### src/rtl/sr_bank_pkg.sv
// ---------------------------------------------------------------------------
// sr_bank_pkg
//   Shared definitions for the clocked SR flip-flop bank.
//   - SR_* constants select how a channel resolves a simultaneous set and
//     reset request (the MODE parameter of sr_ff_cell / sr_ff_bank).
//   - sr_next() is the single-channel next-state function used by every cell.
// ---------------------------------------------------------------------------
package sr_bank_pkg;

    localparam int unsigned SR_HOLD    = 32'd0;  // s=r=1 keeps q
    localparam int unsigned SR_SET_DOM = 32'd1;  // s=r=1 sets q
    localparam int unsigned SR_RST_DOM = 32'd2;  // s=r=1 clears q
    localparam int unsigned SR_TOGGLE  = 32'd3;  // s=r=1 inverts q (JK behaviour)

    // Next state of one channel for an enabled cycle. Every path assigns a
    // known value, so a known q can never turn into X.
    function automatic logic sr_next(
        input logic        q,
        input logic        s,
        input logic        r,
        input int unsigned mode
    );
        logic nxt;
        case ({s, r})
            2'b00: nxt = q;
            2'b01: nxt = 1'b0;
            2'b10: nxt = 1'b1;
            2'b11: begin
                case (mode)
                    SR_HOLD:    nxt = q;
                    SR_SET_DOM: nxt = 1'b1;
                    SR_RST_DOM: nxt = 1'b0;
                    SR_TOGGLE:  nxt = ~q;
                    default:    nxt = q;
                endcase
            end
            default: nxt = q;
        endcase
        return nxt;
    endfunction

endpackage

### src/rtl/sr_ff_cell.sv
// ---------------------------------------------------------------------------
// sr_ff_cell
//   One clocked SR channel: q, its registered complement and a one-cycle
//   conflict pulse (s=r=1 while enabled).
// Ports
//   clk       in   rising-edge clock
//   rst_n     in   synchronous reset, active-low
//   en        in   update enable; 0 holds q and suppresses conflict
//   s, r      in   set / reset request
//   rst_val   in   value loaded into q on reset
//   q         out  registered state
//   qbar      out  registered complement of q
//   conflict  out  registered conflict pulse
//   q_next    out  combinational next state (feeds the bank-level any_q)
// ---------------------------------------------------------------------------
module sr_ff_cell
    import sr_bank_pkg::*;
#(
    parameter int unsigned MODE = SR_HOLD
) (
    input  logic clk,
    input  logic rst_n,
    input  logic en,
    input  logic s,
    input  logic r,
    input  logic rst_val,
    output logic q,
    output logic qbar,
    output logic conflict,
    output logic q_next
);

    logic q_r;
    logic qbar_r;
    logic conflict_r;
    logic q_next_s;
    logic conflict_next_s;

    // Next-state and conflict decode for this channel.
    always_comb begin
        q_next_s        = q_r;
        conflict_next_s = 1'b0;
        if (en) begin
            q_next_s        = sr_next(q_r, s, r, MODE);
            conflict_next_s = s & r;
        end else begin
            q_next_s        = q_r;
            conflict_next_s = 1'b0;
        end
    end

    // State, complement and conflict flops; qbar is its own flop so it is
    // always the exact complement without a combinational inverter on the output.
    always_ff @(posedge clk) begin
        if (!rst_n) begin
            q_r        <= rst_val;
            qbar_r     <= ~rst_val;
            conflict_r <= 1'b0;
        end else begin
            q_r        <= q_next_s;
            qbar_r     <= ~q_next_s;
            conflict_r <= conflict_next_s;
        end
    end

    assign q        = q_r;
    assign qbar     = qbar_r;
    assign conflict = conflict_r;
    assign q_next   = q_next_s;

endmodule

### src/rtl/sr_ff_bank.sv
// ---------------------------------------------------------------------------
// sr_ff_bank
//   Bank of N clocked SR flip-flops for status / sticky-flag registers.
//   Optional feature macro: SR_CONFLICT_CNT_EN adds a saturating counter of
//   cycles in which at least one channel reported a conflict.
// Parameters
//   N (1..32), MODE (0..3, see sr_bank_pkg), RST_VAL (N bits), CNT_W (2..16)
// Ports
//   clk           in   rising-edge clock
//   rst_n         in   synchronous reset, active-low
//   en            in   common update enable
//   s, r          in   per-channel set / reset requests
//   q, qbar       out  registered state and complement
//   conflict      out  per-channel one-cycle s=r=1 pulse
//   any_q         out  registered OR of the new q vector
//   cnt_clr       in   clear conflict counter      (SR_CONFLICT_CNT_EN only)
//   conflict_cnt  out  saturating conflict count   (SR_CONFLICT_CNT_EN only)
// ---------------------------------------------------------------------------
module sr_ff_bank
    import sr_bank_pkg::*;
#(
    parameter int unsigned     N       = 8,
    parameter int unsigned     MODE    = SR_HOLD,
    parameter logic [N-1:0]    RST_VAL = {N{1'b0}},
    parameter int unsigned     CNT_W   = 8
) (
    input  logic             clk,
    input  logic             rst_n,
    input  logic             en,
    input  logic [N-1:0]     s,
    input  logic [N-1:0]     r,
    output logic [N-1:0]     q,
    output logic [N-1:0]     qbar,
    output logic [N-1:0]     conflict,
    output logic             any_q
`ifdef SR_CONFLICT_CNT_EN
    ,
    input  logic             cnt_clr,
    output logic [CNT_W-1:0] conflict_cnt
`endif
);

    // Reject unsupported configurations at elaboration time.
    generate
        if (MODE > 32'd3) begin : g_bad_mode
            $error("sr_ff_bank: MODE must be in 0..3");
        end
        if ((N < 32'd1) || (N > 32'd32)) begin : g_bad_n
            $error("sr_ff_bank: N must be in 1..32");
        end
        if ((CNT_W < 32'd2) || (CNT_W > 32'd16)) begin : g_bad_cnt_w
            $error("sr_ff_bank: CNT_W must be in 2..16");
        end
    endgenerate

    logic [N-1:0] q_next_s;
    logic         any_q_r;

    for (genvar i = 0; i < N; i++) begin : g_cell
        sr_ff_cell #(
            .MODE (MODE)
        ) u_cell (
            .clk      (clk),
            .rst_n    (rst_n),
            .en       (en),
            .s        (s[i]),
            .r        (r[i]),
            .rst_val  (RST_VAL[i]),
            .q        (q[i]),
            .qbar     (qbar[i]),
            .conflict (conflict[i]),
            .q_next   (q_next_s[i])
        );
    end

    // any_q is taken from the next-state vector so it lines up with q.
    always_ff @(posedge clk) begin
        if (!rst_n) begin
            any_q_r <= |RST_VAL;
        end else begin
            any_q_r <= |q_next_s;
        end
    end

    assign any_q = any_q_r;

`ifdef SR_CONFLICT_CNT_EN
    localparam logic [CNT_W-1:0] CNT_MAX = {CNT_W{1'b1}};
    localparam logic [CNT_W-1:0] CNT_ONE = {{(CNT_W-1){1'b0}}, 1'b1};

    logic             conflict_any_s;
    logic [CNT_W-1:0] cnt_r;

    // One increment per conflicting cycle, however many channels collided.
    assign conflict_any_s = en & (|(s & r));

    // Counter priority: reset, then clear (which swallows a same-cycle
    // conflict), then saturating increment.
    always_ff @(posedge clk) begin
        if (!rst_n) begin
            cnt_r <= {CNT_W{1'b0}};
        end else if (cnt_clr) begin
            cnt_r <= {CNT_W{1'b0}};
        end else if (conflict_any_s && (cnt_r != CNT_MAX)) begin
            cnt_r <= cnt_r + CNT_ONE;
        end else begin
            cnt_r <= cnt_r;
        end
    end

    assign conflict_cnt = cnt_r;
`endif

endmodule
### config.mk
export PLATFORM = sky130hd
export DESIGN_NAME = sr_ff_bank
export DESIGN_NICKNAME = d
export VERILOG_FILES = /design/src/rtl/sr_bank_pkg.sv /design/src/rtl/sr_ff_cell.sv /design/src/rtl/sr_ff_bank.sv
export SDC_FILE = /design/constraint.sdc
export NUM_CORES = 1
export LEC_CHECK = 0
export ABC_AREA = 1
export CAP_MARGIN = 20
export CORE_MARGIN = 2
export CORE_UTILIZATION = 46
export DETAILED_ROUTE_END_ITERATION = 16
export PLACE_DENSITY_LB_ADDON = 0.2
export SYNTH_ARGS = -nofsm -noshare
export SYNTH_HDL_FRONTEND = slang
export SYNTH_SLANG_ARGS = --single-unit
### constraint.sdc
create_clock -name clk -period 1.3 [get_ports clk]
set_input_delay 0.195 -clock clk [delete_from_list [all_inputs] [get_ports clk]]
set_output_delay 0.195 -clock clk [all_outputs]
set_load 0.005 [all_outputs]
==> results of run 1 <==
==> cell families after synthesis <==
kind of cell             count (synthesis)  share of synthesized area
AND/OR/NAND/NOR                         73                      0.195
adder cells (fa/ha/maj)                 24                      0.209
flip-flops                              25                      0.349
buffers and inverters                   68                      0.247
==> state kept, by name, summed over array words and instances (netlist names) <==
| register | count |
|---|---|
| any_q | 1 |
| g_cell.u_cell.conflict | 8 |
| g_cell.u_cell.q | 8 |
| g_cell.u_cell.qbar | 8 |
==> layout make-up <==
cell class / instances / share of cell area
clock inverter: 1 / 0.00265
timing repair buffer: 61 / 0.296
clock buffer: 3 / 0.0119
tap: 33 / 0.0219
sequential: 25 / 0.274
inverter: 42 / 0.0836
multi-input combinational: 97 / 0.310
==> synth_stat cells, drive strengths merged <==
cell type,n
ha,24
buf,26
nand2,51
nor2,22
inv,42
dfxtp,25
==> metal layers <==
metal,vias to the layer above,global-route usage,part of all wire
met5,-,0,0
met2,24,0.295,0.55
met3,4,0.0216,0.037
met1,490,0.150,0.40
met4,0,0.0667,0.013
li1,590,-,-
==> worst paths after layout <==
check | from | endpoint | slack (ps) | depth (start not counted)
worst max-delay path | s[7] | any_q$_SDFF_PN0_ | 70 | 11
worst min-delay path | r[5] | g_cell[5].u_cell.conflict$_SDFF_PN0_ | 300 | 4
worst max register to register | g_cell[1].u_cell.q$_SDFF_PN0_ | any_q$_SDFF_PN0_ | 210 | 9
worst min register to register | g_cell[2].u_cell.q$_SDFF_PN0_ | g_cell[2].u_cell.qbar$_SDFF_PN1_ | 660 | 4
==> critical path: stages <==
cell and delay [ps]:
clkdlybuf4s50_1 470, inv_1 50, ha_1 260, nand2_1 60
nand2_1 50, nand2_1 50, nand2_1 60, nor2_1 80
nand2_1 70, nor2_1 80, nor2_1 40
==> stage by stage <==
step	cell area [um^2]	power, mW	hold slack (ps)	utilization
2_1_floorplan	1430	0.977	439	-
3_3_place_gp	1780	1.11	528	0.594
3_5_place_dp	1780	1.12	539	0.594
4_1_cts	1860	1.47	428	0.618
5_1_grt	1890	1.54	304	0.628
6_report	1890	1.44	300	0.628
==> report_power, final <==
group	total (mW)	internal, mW	switching, mW
sequential	0.808	0.799	0.00944
combinational	0.284	0.151	0.133
clock	0.351	0.115	0.235
total	1.44	1.06	0.378
==> timing repair <==
item,4_1_cts,5_1_grt
hold buffers,0,0
hold endpoints to repair,0,0
setup buffers,8,0
gates resized for setup,39,12
setup endpoints to repair,26,2
pin swaps,0,8
==> flow_summary.toml, run 1 <==
[yosys]
syn_inst = 190
netlist_area_um2 = 1430
avgSynthCellArea_um2 = 7.55
synth_top_area_cell = "dfxtp_1"
ys_seq_area_frac = 0.349
ys_types = 10
ys_warn_count = 0
synth_area_leaders = "dfxtp_1 35%, ha_1 21%, nand2_1 13%, buf_4 13%, inv_1 11%"
synth_nets = 233
yosysTopAreaCellShare = 0.349
ys_ff_latch = 25

[critical_path]
start_kind = "input pin"
cp_data_required_time_ps = 1540
worstSetupPathType = "in2reg"
crit_fanout = 2
critPathArrivalTime_ps = 1470
crit_path_end_kind = "flop"

[layout]
diodes = 0
syn2layout_area_growth_pct = 31.5
fillerInstances = 268
instances_no_fill = 262
regArea_um2 = 517
layout.cells.most_common = "nand2_1"
layout_common_cells = "50 x nand2_1, 41 x inv_1, 26 x dlygate4sd2_1"
layout-drive-gt1-share = 0.175
multiInputGateArea_um2 = 584
fin_nets = 273

[die]
core-area_um2 = 3000
dieHeight_um = 59.8
start_util = 0.477
die_area_um2 = 3580
ios = 44
row_count = 20
die_width_um = 59.8

[run_status]
run_status = "complete, no violations"

[routing]
drt_wl_total_um = 2520
vias_per_cell = 4.23
wl_per_cell_um = 9.61
dr.pass1.iters = 4
postRouteAntennaNets = 0
drt-initial-drc-count = 17
remaining_drc_errors = 0
num_vias = 1108

[timing]
max-slew-margin-rel = 0.758
timing.setup.tns_ps = 0
rsz0062_at_grt = "false"
fin_crit_ps = 1230
drv_slew = 0
fin_skew_ps = 7.05
period_share = 0.950
setup_viol = 0
tightest_slew_ps = 363
hold_viol_final = 0
setup_slack_ps = 65.0
max_freq_mhz = 810

[pwr]
p_leak_nw = 1.21
powerDensity_nw_per_um2 = 765
peakVddDrop_uv = 427

[placement]
dpl.hpwl_um = 1960
dp.cells = 250
portBuffers = 43
post-place-ws_ps = -419
gp_congestion = 0.710

[grt]
grt-ovfl-total = 0
grt_pass1_vias = 1027
grt_antenna_before_repair = 0
track_usage = 0.149
grt_first_pass_wirelength_um = 4000
grt_max_degree = 17

[job]
cap_violations = 0

[clock_tree]
cts_buffer_depth = 2
clkSinkCount = 25
h-tree-depth = 1
clkLatencyLatePin_ps = 320
cts-buffers-inserted = 3
cts_tree = "yes"
clkTransAtPathRegs_ps = 140
root_buffer = "clkbuf_4"

[min_path]
hold_path_class = "in2reg"
Power figures use the tool's default switching activity.
==> run 2, diff against run 1 <==
--- a/config.mk
+++ b/config.mk
@@ -8,9 +8,10 @@
 export ABC_AREA = 1
 export CAP_MARGIN = 20
 export CORE_MARGIN = 2
-export CORE_UTILIZATION = 46
+export CORE_UTILIZATION = 47
 export DETAILED_ROUTE_END_ITERATION = 16
 export PLACE_DENSITY_LB_ADDON = 0.2
 export SYNTH_ARGS = -nofsm -noshare
 export SYNTH_HDL_FRONTEND = slang
+export SYNTH_HIERARCHICAL = 1
 export SYNTH_SLANG_ARGS = --single-unit
==> flow_summary.toml, run 2 <==
[timing]
hold_viol_final = 0
fin_skew_ps = 2.76
max_freq_mhz = 841
rsz0062_at_grt = "false"
period_share = 0.915
drv_slew = 0
timing.setup.tns_ps = 0
fin_crit_ps = 1190
setup_viol = 0
holdWs_ps = 297

[yosys]
ys.flop_type = "dfxtp_1"
ys_types = 11
synth_area_leaders = "dfxtp_1 34%, ha_1 20%, nand2_1 19%, inv_1 8.4%, nor2_1 3.6%"
async_flop_share = 0
ys_ff_latch = 25
ys_warn_count = 6
syn_inst = 211
synthTopCellsByCount = "74 x nand2_1, 33 x inv_1, 25 x dfxtp_1"
synth_top_area_cell = "dfxtp_1"
avgSynthCellArea_um2 = 7.01
yosysTopAreaCellShare = 0.338
yosysMostFrequentCell = "nand2_1"
synth_edf_count = 0
netlist_area_um2 = 1480
ys_seq_area_frac = 0.338

[clock_tree]
root_buffer = "clkbuf_4"
clkTransAtPathRegs_ps = 140
cts_buffer_depth = 2
cts-buffers-inserted = 3
clkLatencyLatePin_ps = 320
h-tree-depth = 1
clkSinkCount = 25
cts_tree = "yes"

[layout]
layout-drive-gt1-share = 0.269
diodes = 0
layout.cells.most_common = "nand2_1"
fillerInstances = 250
fin_nets = 338
layout_common_cells = "67 x nand2_1, 33 x inv_1, 27 x dlygate4sd2_1"
syn2layout_area_growth_pct = 54.2
instances_no_fill = 338

[critical_path]
cp_common_cell = "nand2_1"
crit_path_end_kind = "flop"
path_buf_inv = 1
crit_fanout = 3
critPathArrivalTime_ps = 1430
critical_path.cell_chain = "clkdlybuf4s50_1, ha_1, nand2_1, nand2_1, nand2_2, nand2_2, nor2_2, nand2_1, nor2_1, nor2_1"
cp_slowest_cell = "clkdlybuf4s50_1"
critPathTopFamily = "buffers and inverters"
worstSetupPathType = "in2reg"
cpPeakStageDelay_ps = 510
start_kind = "input pin"
cp_data_required_time_ps = 1540

[routing]
vias_per_cell = 4.25
m1WireLength_um = 1320
drt_wl_total_um = 3010
top_layer = "met4"
postRouteAntennaNets = 0
wl_per_cell_um = 8.91
dr.pass1.iters = 4
drt-initial-drc-count = 42
wl_met3_um = 117
dr_wl_met2_um = 1540
num_vias = 1435
remaining_drc_errors = 0

[grt]
grt_pass1_vias = 1236
grt_antenna_before_repair = 0
grt_max_degree = 34
grt-ovfl-total = 0
grt_first_pass_wirelength_um = 4910
track_usage = 0.181

[die]
core-area_um2 = 3030
ios = 44
die_area_um2 = 3610
die_width_um = 60.1
start_util = 0.488
dieHeight_um = 60.1
row_count = 20

[min_path]
hold_path_class = "in2reg"

[pwr]
p_leak_nw = 1.44
pwr-share-comb = 0.296
p_clk_frac = 0.207
powerDensity_nw_per_um2 = 755
power.internal_mw = 1.21
netSwitchingPower_mw = 0.511
switching_share = 0.297
seq_power_share = 0.497
peakVddDrop_uv = 436

[placement]
portBuffers = 43
dp.cells = 328
gp_congestion = 0.698
dpl.hpwl_um = 2220

[run_status]
run_status = "complete, no violations"

[job]
cap_violations = 0
[run 2: metal layers]
metal  vias to the layer above  global-route usage
met5                         -                   0
met4                         0              0.0667
met3                         4              0.0260
met2                        30               0.337
met1                       638               0.205
li1                        763                   -
[run 2: power groups by stage]
stage | registers [mW] | logic [mW] | clock network (mW)
after floorplan | 0.876 | 0.205 | 0
after global placement | 0.872 | 0.490 | 0
after detailed placement | 0.874 | 0.502 | 0
after CTS | 0.856 | 0.498 | 0.367
after global routing | 0.863 | 0.576 | 0.402
final | 0.856 | 0.511 | 0.356
[run 2: logic make-up after synthesis]
logic type    share of synthesized area
other cells                     0.00254
fa+ha+maj                         0.203
flops                             0.338
buf+inv                           0.104
simple gates                      0.352
[run 2: final timing paths]
check | slack, ps | end | startpoint | cells past startpoint
max | 110 | any_q$_SDFF_PN0_ | r[7] | 10
min | 300 | g_cell[2].u_cell/conflict$_SDFF_PN0_ | r[2] | 4
max reg2reg | 180 | any_q$_SDFF_PN0_ | g_cell[1].u_cell/q$_DFF_P_ | 9
min reg2reg | 590 | g_cell[2].u_cell/qbar$_DFF_P_ | g_cell[2].u_cell/q$_DFF_P_ | 3
[run 2: stage by stage]
stage	power (mW)	setup WS (ps)	utilization	instance area, um^2
global route	1.84	33.2	0.753	2280
detailed placement	1.38	-426	0.713	2160
global placement	1.36	-371	0.713	2160
finish	1.72	111	0.753	2280
CTS	1.72	1.18	0.733	2220
floorplan	1.08	217	-	1540
[run 2: worst register-to-register path, delay by kind of cell (launching register included)]
family                 cells  cell delay, ps
flip-flops                 1             350
buffers and inverters      1             130
AND/OR/NAND/NOR            8             570
[run 2: layout make-up]
cell class                      count  area [um^2]  area share
Tap cell                           44         55.1      0.0241
Inverter                           41          154      0.0675
Multi-Input combinational cell    160          918       0.403
Sequential cell                    25          514       0.225
Timing Repair Buffer               64          612       0.268
Clock buffer                        3         22.5     0.00987
Clock inverter                      1         5.00     0.00219
[run 2: repair_timing]
action                                  CTS  global route
hold buffers                              0             0
setup buffers                             6             0
gates resized for setup                  41            23
pin swaps                                 2             5
endpoints found under the setup margin   26             2
cloned                                    0             0
endpoints found under the hold margin     0             0
==> run 3, diff against run 2 <==
--- a/config.mk
+++ b/config.mk
@@ -9,8 +9,10 @@
 export CAP_MARGIN = 20
 export CORE_MARGIN = 2
 export CORE_UTILIZATION = 47
+export CTS_CLUSTER_SIZE = 28
 export DETAILED_ROUTE_END_ITERATION = 16
 export PLACE_DENSITY_LB_ADDON = 0.2
+export SKIP_LAST_GASP = 1
 export SYNTH_ARGS = -nofsm -noshare
 export SYNTH_HDL_FRONTEND = slang
 export SYNTH_HIERARCHICAL = 1
==> flow_summary.toml, run 3 (synthesized netlist as in run 2, its figures left out) <==
[routing]
drt-initial-drc-count = 49
vias_per_cell = 4.20
drt_wl_total_um = 3030
remaining_drc_errors = 0
wl_per_cell_um = 8.96
dr.pass1.iters = 4
postRouteAntennaNets = 0
num_vias = 1420

[grt]
use_met1 = 0.205
grtUsageMet3 = 0.0260
use_met2 = 0.337
top_usage_layer = "met2"
grt_pass1_vias = 1236
grt-ovfl-total = 0
track_usage = 0.181
grt_antenna_before_repair = 0
grt_max_degree = 34
grt_first_pass_wirelength_um = 4910

[placement]
gp_congestion = 0.698
portBuffers = 43
place_area_um2 = 2160
dpl.hpwl_um = 2220

[die]
die_width_um = 60.1
core-area_um2 = 3030
ios = 44
row_count = 20
die_area_um2 = 3610
start_util = 0.488
dieHeight_um = 60.1

[layout]
layout_common_cells = "71 x nand2_1, 33 x inv_1, 26 x dlygate4sd2_1"
syn2layout_area_growth_pct = 51.1
fin_nets = 338
layout-drive-gt1-share = 0.248
diodes = 0
layout.cells.most_common = "nand2_1"
fillerInstances = 264
fin_area_um2 = 2230

[timing]
max_freq_mhz = 751
setup_slack_ps = -30.8
rsz0062_at_grt = "true"
drv_slew = 0
setup_viol = 1
hold_viol_final = 0
timing.setup.tns_ps = -30.8
fin_crit_ps = 1330
period_share = 1.02
fin_skew_ps = 2.54

[clock_tree]
clkTransAtPathRegs_ps = 140
cts-buffers-inserted = 3
postCtsHoldBufs = 0
cts_buffer_depth = 2
cts_tree = "yes"
clkLatencyLatePin_ps = 320
clkSinkCount = 25
h-tree-depth = 1
root_buffer = "clkbuf_4"

[pwr]
p_leak_nw = 1.34
powerDensity_nw_per_um2 = 767
netSwitchingPower_mw = 0.501
pwr-share-comb = 0.295
switching_share = 0.292
seq_power_share = 0.499
p_clk_frac = 0.206
power.internal_mw = 1.21
peakVddDrop_uv = 461

[run_status]
violations = "setup timing"
run_status = "finished, violations left"

[critical_path]
crit_fanout = 2
cp_data_required_time_ps = 1540
start_kind = "input pin"
worstSetupPathType = "in2reg"
critPathArrivalTime_ps = 1570
crit_path_end_kind = "flop"

[min_path]
hold_path_class = "in2reg"

[job]
cap_violations = 0
run 3: cell type report:
| cell class | instances | area [um^2] | area share |
|---|---|---|---|
| sequential | 25 | 514 | 0.230 |
| clock inverter | 1 | 5.00 | 0.00224 |
| timing repair buffer | 64 | 586 | 0.262 |
| clock buffer | 3 | 22.5 | 0.0101 |
| tap | 44 | 55.1 | 0.0246 |
| multi-input combinational | 160 | 898 | 0.402 |
| inverter | 41 | 154 | 0.0689 |
run 3: power by group through the flow:
stage	registers, mW	logic, mW	clock network, mW
finish	0.856	0.506	0.353
global route	0.863	0.572	0.402
CTS	0.856	0.500	0.367
detailed placement	0.874	0.502	0
global placement	0.872	0.490	0
floorplan	0.876	0.205	0
run 3: worst paths after layout:
| kind | from | end | slack [ps] | depth (start not counted) |
|---|---|---|---|---|
| min reg2reg | g_cell[2].u_cell/q$_DFF_P_ | g_cell[2].u_cell/qbar$_DFF_P_ | 590 | 3 |
| max | s[4] | any_q$_SDFF_PN0_ | -30 | 11 |
| min | s[1] | g_cell[1].u_cell/conflict$_SDFF_PN0_ | 430 | 5 |
| max reg2reg | g_cell[4].u_cell/q$_DFF_P_ | any_q$_SDFF_PN0_ | 180 | 9 |
run 3: per-stage QoR:
| step | cells | hold WS, ps | power (mW) | worst slack, ps | utilization |
|---|---|---|---|---|---|
| 2_1_floorplan | 226 | 298 | 1.08 | 217 | - |
| 3_3_place_gp | 328 | 561 | 1.36 | -371 | 0.713 |
| 3_5_place_dp | 328 | 568 | 1.38 | -426 | 0.713 |
| 4_1_cts | 338 | 480 | 1.72 | -80.6 | 0.733 |
| 5_1_grt | 338 | 440 | 1.84 | -123 | 0.738 |
| 6_report | 338 | 429 | 1.71 | -30.8 | 0.738 |
run 3: worst max-delay path, cell delays in order:
cell and delay [ps]:
clkdlybuf4s50_1 470, inv_1 50, ha_1 270, nand2_1 80, nand2_1 50, nand2_1 80, nand2_2 70, nor2_1 100
nand2_1 70, nor2_1 80, nor2_1 40
run 3: what timing repair did:
item                       4_1_cts  5_1_grt
gates resized for setup         40        5
setup endpoints to repair       26        3
buffers inserted                 6        0
pin swaps                        2        0
run 3: routing by layer:
layer  wire (um)  share of wire  vias up
met5           0              0        -
met4          30         0.0099        0
met3          97          0.032        4
met2        1570           0.52       24
met1        1330           0.44      631
li1            -              -      761
